[config.mk]
export PLATFORM = sky130hd
export DESIGN_NAME = if_id_inst_queue
export DESIGN_NICKNAME = d
export VERILOG_FILES = /design/src/rtl/CPU_Defines.sv /design/src/rtl/if_id_inst_queue.sv
export SDC_FILE = /design/constraint.sdc
export NUM_CORES = 1
export LEC_CHECK = 0
export ABC_CLOCK_PERIOD_IN_PS = 4700
export BUFFER_PORTS_ARGS = -buffer_cell sky130_fd_sc_hd__buf_4
export CORE_ASPECT_RATIO = 2
export CORE_UTILIZATION = 35
export CTS_CLUSTER_SIZE = 25
export DETAILED_ROUTE_END_ITERATION = 6
export SKIP_LAST_GASP = 1
export SYNTH_ARGS = -nofsm -noshare
export SYNTH_HDL_FRONTEND = slang
export SYNTH_SLANG_ARGS = --single-unit
[constraint.sdc]
create_clock -name clk -period 4.7 [get_ports clk]
set_input_delay 0.235 -clock clk [delete_from_list [all_inputs] [get_ports clk]]
set_output_delay 0.235 -clock clk [all_outputs]
set_load 0.1 [all_outputs]
[src/rtl/CPU_Defines.sv]
// Shared CPU definitions: MIPS-style exception codes and the fetch-queue entry layout.
package CPU_Defines;

    localparam logic [4:0] EXCCODE_INT  = 5'd0;
    localparam logic [4:0] EXCCODE_ADEL = 5'd4;
    localparam logic [4:0] EXCCODE_ADES = 5'd5;
    localparam logic [4:0] EXCCODE_SYS  = 5'd8;
    localparam logic [4:0] EXCCODE_BP   = 5'd9;
    localparam logic [4:0] EXCCODE_RI   = 5'd10;
    localparam logic [4:0] EXCCODE_OV   = 5'd12;
    // Reserved encoding that no architectural exception uses.
    localparam logic [4:0] EXCCODE_NONE = 5'd31;

    typedef struct packed {
        logic [31:0] PC;
        logic [31:0] Instr;
        logic [4:0]  ExcCode;
    } fetch_entry_t;

endpackage

[src/rtl/if_id_inst_queue.sv]
// IF->ID instruction queue: circular buffer with show-ahead head, wrap-bit pointers
// and a synchronous flush for branch redirects and exceptions.
module if_id_inst_queue
    import CPU_Defines::*;
#(
    parameter int DEPTH = 4,
    parameter int PTR_W = $clog2(DEPTH)
) (
    input  logic             clk,
    input  logic             resetn,
    input  logic             IF_Valid,
    output logic             IF_Ready,
    input  logic [31:0]      IF_PC,
    input  logic [31:0]      IF_Instr,
    input  logic [4:0]       IF_ExcCode,
    output logic             ID_Valid,
    input  logic             ID_Ready,
    output logic [31:0]      ID_PC,
    output logic [31:0]      ID_Instr,
    output logic [15:0]      ID_Imm16,
    output logic [4:0]       ID_ExcCode,
    input  logic             ID_Flush,
    output logic [PTR_W:0]   Q_Count
);

    localparam logic [PTR_W:0] PTR_ONE = {{PTR_W{1'b0}}, 1'b1};

    fetch_entry_t   r_mem [DEPTH];
    logic [PTR_W:0] r_head;
    logic [PTR_W:0] r_tail;
    logic           w_empty;
    logic           w_full;
    logic           w_push;
    logic           w_pop;
    fetch_entry_t   w_head_entry;

    assign w_empty = (r_head == r_tail);
    assign w_full  = (r_head[PTR_W] != r_tail[PTR_W]) &&
                     (r_head[PTR_W-1:0] == r_tail[PTR_W-1:0]);

    // Ready depends on state only, so a full queue never passes a word through.
    assign IF_Ready = !w_full;
    assign ID_Valid = !w_empty;
    assign w_push   = IF_Valid && !w_full;
    assign w_pop    = ID_Valid && ID_Ready;

    // Storage write; the array is left unreset because reads are masked while empty.
    always_ff @(posedge clk) begin
        if (w_push && !ID_Flush) begin
            r_mem[r_tail[PTR_W-1:0]] <= '{PC: IF_PC, Instr: IF_Instr, ExcCode: IF_ExcCode};
        end
    end

    // Head/tail pointers; flush beats any same-cycle push or pop.
    always_ff @(posedge clk or negedge resetn) begin
        if (!resetn) begin
            r_head <= '0;
            r_tail <= '0;
        end else if (ID_Flush) begin
            r_head <= '0;
            r_tail <= '0;
        end else begin
            if (w_push) begin
                r_tail <= r_tail + PTR_ONE;
            end
            if (w_pop) begin
                r_head <= r_head + PTR_ONE;
            end
        end
    end

    // Show-ahead head read, forced to a NOP with no exception when empty.
    always_comb begin
        w_head_entry = '{PC: 32'h0, Instr: 32'h0, ExcCode: EXCCODE_NONE};
        if (!w_empty) begin
            w_head_entry = r_mem[r_head[PTR_W-1:0]];
        end else begin
            w_head_entry = '{PC: 32'h0, Instr: 32'h0, ExcCode: EXCCODE_NONE};
        end
    end

    assign ID_PC      = w_head_entry.PC;
    assign ID_Instr   = w_head_entry.Instr;
    assign ID_ExcCode = w_head_entry.ExcCode;
    assign ID_Imm16   = w_head_entry.Instr[15:0];
    assign Q_Count    = r_tail - r_head;

endmodule

# Yosys cells after proc, flatten, opt, wreduce, memory -nomap -nowiden
# Memory sizes are Yosys's and may differ from the RTL's.
# Cells that the tools add are included.
[op_classes]
eq_ne = 3
reduce_logical = 9
mux = 7
addsub = 3
[ops]
columns = ["operator", "n"]
rows = [
  ["$mux W69", 1],
  ["$mux W3", 4],
  ["$add A3 B1 Y3 const B", 2],
  ["$logic_and A1 B1 Y1", 4],
  ["$reduce_bool A2 Y1", 2],
  ["$eq A3 B3 Y1", 1],
  ["$logic_not A1 Y1", 3],
  ["$sub A3 B3 Y3", 1],
  ["$eq A2 B2 Y1", 1],
  ["$mux W1", 2],
  ["$ne A1 B1 Y1", 1],
]
[word_totals]
memories = 1
ff_bits = 6
ramBits = 276
in_bits = 74
[memory_table]
columns = ["name", "words", "word_bits", "read_ports", "rd_clocked_by_memory_dff", "wr", "line_no", "source"]
rows = [
  ["r_mem", 4, 69, 1, 0, 1, "if_id_inst_queue.sv:28", "fetch_entry_t r_mem [DEPTH];"],
]

# Logic depth before layout (Yosys ltp)
[logic_depth]
ltp_word = 7
ltp_mapped = 10
mapped_depth_nobuf = 6

# Least setup slack after synthesis
# Ideal clock, no wire load.
[synth_path]
kind = "flip-flop to flip-flop"
start = "register r_head[1]"
end = "memory r_mem[0][0] (netlist name), enable pin"
n_path_buf = 1
t_arrival_ns = 3.030
period_less_slack_ns = 3.465
stages_incl_launch_ff = 7
setup_slack_ns = 1.235
cell_sequence = "dfrtp_1 buf_2 inv_1 ha_1 and2_1 a211oi_1 and2_1"
[synth_via]
elab_chain_cells = 7
[synth_lines]
columns = ["item", "line_no", "source"]
rows = [
  ["start: declaration", "if_id_inst_queue.sv:29", "logic [PTR_W:0] r_head;"],
  ["start signal: assignment", "if_id_inst_queue.sv:67", "r_head <= r_head + PTR_ONE;"],
  ["$eq A2 B2 Y1", "if_id_inst_queue.sv:39", "(r_head[PTR_W-1:0] == r_tail[PTR_W-1:0]);"],
  ["$logic_and A1 B1 Y1", "if_id_inst_queue.sv:38", "assign w_full = (r_head[PTR_W] != r_tail[PTR_W]) &&"],
  ["$logic_not A1 Y1", "if_id_inst_queue.sv:44", "assign w_push = IF_Valid && !w_full;"],
  ["$logic_and A1 B1 Y1", "if_id_inst_queue.sv:44", ""],
  ["$logic_and A1 B1 Y1", "if_id_inst_queue.sv:49", "if (w_push && !ID_Flush) begin"],
  ["$mux W1", "if_id_inst_queue.sv:49", ""],
  ["$mux W1 (implied by the code)", "if_id_inst_queue.sv:50", "r_mem[r_tail[PTR_W-1:0]] <= '{PC: IF_PC, Instr: IF_Instr, ExcCode: IF_ExcCode};"],
  ["end: declaration", "if_id_inst_queue.sv:28", ""],
]
# No other way between the ends.

# Worst setup path after layout
[layout_path]
start = "register r_head[0]"
end = "output ID_Instr[31]"
[layout_via]
elab_chain_cells = 2
word_cells_on_any_way = 3
cone_classes = "eq/ne (1); mux (1); memory (1)"
[layout_lines]
columns = ["item", "line_no", "source"]
rows = [
  ["$mem_v2 Z4 W69 / $eq A3 B3 Y1 (equally long branches)", "-", ""],
  ["$mux W69 *", "if_id_inst_queue.sv:75", "if (!w_empty) begin"],
  ["end: declaration", "if_id_inst_queue.sv:19", "output logic [31:0] ID_Instr,"],
]
# Mark *: on every way between the ends. The rest lies on a longest branch, timed or not.

==> impl_metrics.tcl <==
set metrics [dict create \
    period_share_pct 77.98 \
    postCtsResizedCells 0 \
    final_util_pct 44.92 \
    grt_use_total_pct 14.37 \
    antenna_left 0 \
    whs_ps 17.86 \
    root_buffer "clkbuf_16" \
    required_ps 4470 \
    die_x_microns 128.3 \
    row_count 92 \
    n_antenna_cell 0 \
    firstDrtPassIters 6 \
    met1_usage_pct 15.22 \
    fin_skew_ps 11.79 \
    synth_area_leaders "edfxtp_1, mux4_2, and2_1" \
    cts_buffers 23 \
    cts_sinks 282 \
    top_usage_layer "met2" \
    status "finished clean" \
    wl_per_cell_microns 19.42 \
    grt_max_degree 72 \
    core_sq_mm 0.03143 \
    rsz0062_at_grt "no" \
    clk_pin_slew_ps 70 \
    synth.net_count 603 \
    first_global_vias 6210 \
    worstPathArrival_ps 3430 \
    finalHoldViolations 0 \
    worstSetupPathType "reg -> out" \
    cts_max_level 1 \
    syn_to_final_growth_pct 26.37 \
    synth_edf_count 276 \
    synth_async_sr_flop_share_pct 2.128 \
    synth_cell_types 30 \
    pin_count 164 \
    grt-ovfl-total 0 \
    worst_slack_ps 1035 \
    nets 824 \
    crit_path_start_kind "flip-flop" \
    cts_tree "built" \
    grt_pass1_wl_mm 34.90 \
    die_h_microns 254.6 \
    synth-seq-cells 282 \
    dp_hpwl_mm 14.25 \
    drive_gt1_share_pct 36.72 \
    start_util_pct 35.54 \
    cp-end-kind "output port" \
    mappedNetlistArea_sq_mm 0.01117 \
    fin_crit_ps 3665 \
    vias 5552 \
    use_met3_pct 1.636 \
    syn_inst 521 \
    hold_path.class "in -> reg" \
    clk_latency_ps 510 \
    synth_top_area_share_pct 74.20 \
    port_buffers 163 \
    ys_warn_count 0 \
    yosys.area.top_type "edfxtp_1" \
    drtIter0Drc 288 \
    antenna_found_initial 0 \
    avgViaCountPerCell 4.705 \
    gp_congestion 0.7900 \
    drv_cap 0 \
    clockBufferDepth 3 \
    slew_headroom_pct 26.91 \
    dp_slack_ps 1368 \
    fmax_ghz 0.2728 \
    drt-total-wl_mm 22.91 \
    slew_violations 0 \
    setup_viol_count_final 0 \
    synth_flop_cell "edfxtp_1" \
    route.detailed.drc 0 \
    avgSynthCellArea_sq_um 21.44 \
    setup-tns-final_ps 0 \
    path_max_fanout 65 \
    post_cts_buffers 0 \
    ys_seq_area_share_pct 75.55 \
    die-area_sq_mm 0.03267 \
    worst_slew_pin_slew_ps 1096 \
    grt_use_met2_pct 27.68 \
]
[placed cells by master (no fill, tap or decap), drive strengths merged]
cell	netlist	layout
edfxtp	276	276
buf	34	167
dlygate4sd3	0	71
mux4	69	69
and2	69	69
clkbuf	8	29
inv	7	8
ha	7	7
dfrtp	6	6
nand3	5	5
nand4b	5	5
or2	5	5
clkinv	0	5
nand2	4	4
a31oi	4	4
or3	4	4
or4	3	3
bufinv	0	3
nor2	3	3
xnor2	2	2
nor3b	2	2
nand4	2	2
clkinvlp	0	2
xor2	1	1
a211oi	1	1
nand3b	1	1
a21oi	1	1
nor3	1	1
fa	1	1
[what timing repair did]
item                                    in CTS  in global routing
hold buffers                                71                  0
endpoints found under the setup margin       0                  0
hold endpoints to repair                   284                  0
[state kept, by name, indices dropped and copies added (netlist names)]
signal,flops
r_mem,276
r_tail,3
r_head,3
[worst paths after layout]
check | start | end | slack, ps | cells after the start
hold reg to reg | r_tail[2] | r_tail[2] | 670 | 2
setup reg to reg | r_head[0] | r_mem[2][40] | 1450 | 4
max in group asynchronous | resetn | r_head[1] | 4490 | 2
hold / removal | ID_Ready | r_head[0] | 20 | 3
setup / recovery | r_head[0] | ID_Instr[31] | 1030 | 6
min in group asynchronous | resetn | r_tail[2] | 70 | 2
[layout make-up]
class                   instances  area [sq um]
multi-input cells             190          2391
repair buffers                238          1989
fillers                      2721         17310
clock inverters                11         135.1
well taps                     423         529.3
inverters                       7         26.28
flip-flops and latches        282          8446
clock buffers                  29         598.1
[stage by stage]
stage / cells / instance area (sq um)
global route: 1180 / 14110
finish: 1180 / 14110
global placement: 1069 / 12670
detailed placement: 1069 / 12670
floorplan: 521 / 11170
CTS: 1180 / 14110
[critical path, cell delays in order (launching register included)]
cell	delay (ps)
dfrtp_4	830
ha_1	380
nand2_1	240
nor2_2	110
inv_2	690
and2_1	320
buf_4	320
[cell families (layout without fill, tap and decap cells)]
kind of cell,count (synthesis),in the layout,share of synthesized area (%)
multiplexers,69,69,13.91
XOR/XNOR,3,3,0.3025
flip-flops,282,282,75.55
adder cells (fa/ha/maj),8,8,0.9633
AO/OA/AOI/OAI,6,6,0.3360
AND/OR/NAND/NOR,104,104,5.802
buffers and inverters,49,285,3.136
[synth_stat cells (all sizes together), types with 2 or more instances]
| library cell | instances |
|---|---|
| inv | 7 |
| or3 | 4 |
| or2 | 5 |
| clkbuf | 8 |
| xnor2 | 2 |
| nand2 | 4 |
| edfxtp | 276 |
| dfrtp | 6 |
| nand4 | 2 |
| ha | 7 |
| or4 | 3 |
| a31oi | 4 |
| nor2 | 3 |
| mux4 | 69 |
| nor3b | 2 |
| nand3 | 5 |
| buf | 34 |
| nand4b | 5 |
| and2 | 69 |
[metal layers]
layer	part of all wire, %	wire length [microns]	up-vias
met5	0	0	-
met1	36	8350	2860
met2	56	12920	143
met3	3.6	835	40
met4	3.5	808	0
li1	-	-	2509
Power is not shown: default switching activity piles up to over one toggle a cycle in this logic, so the estimate is an artifact.
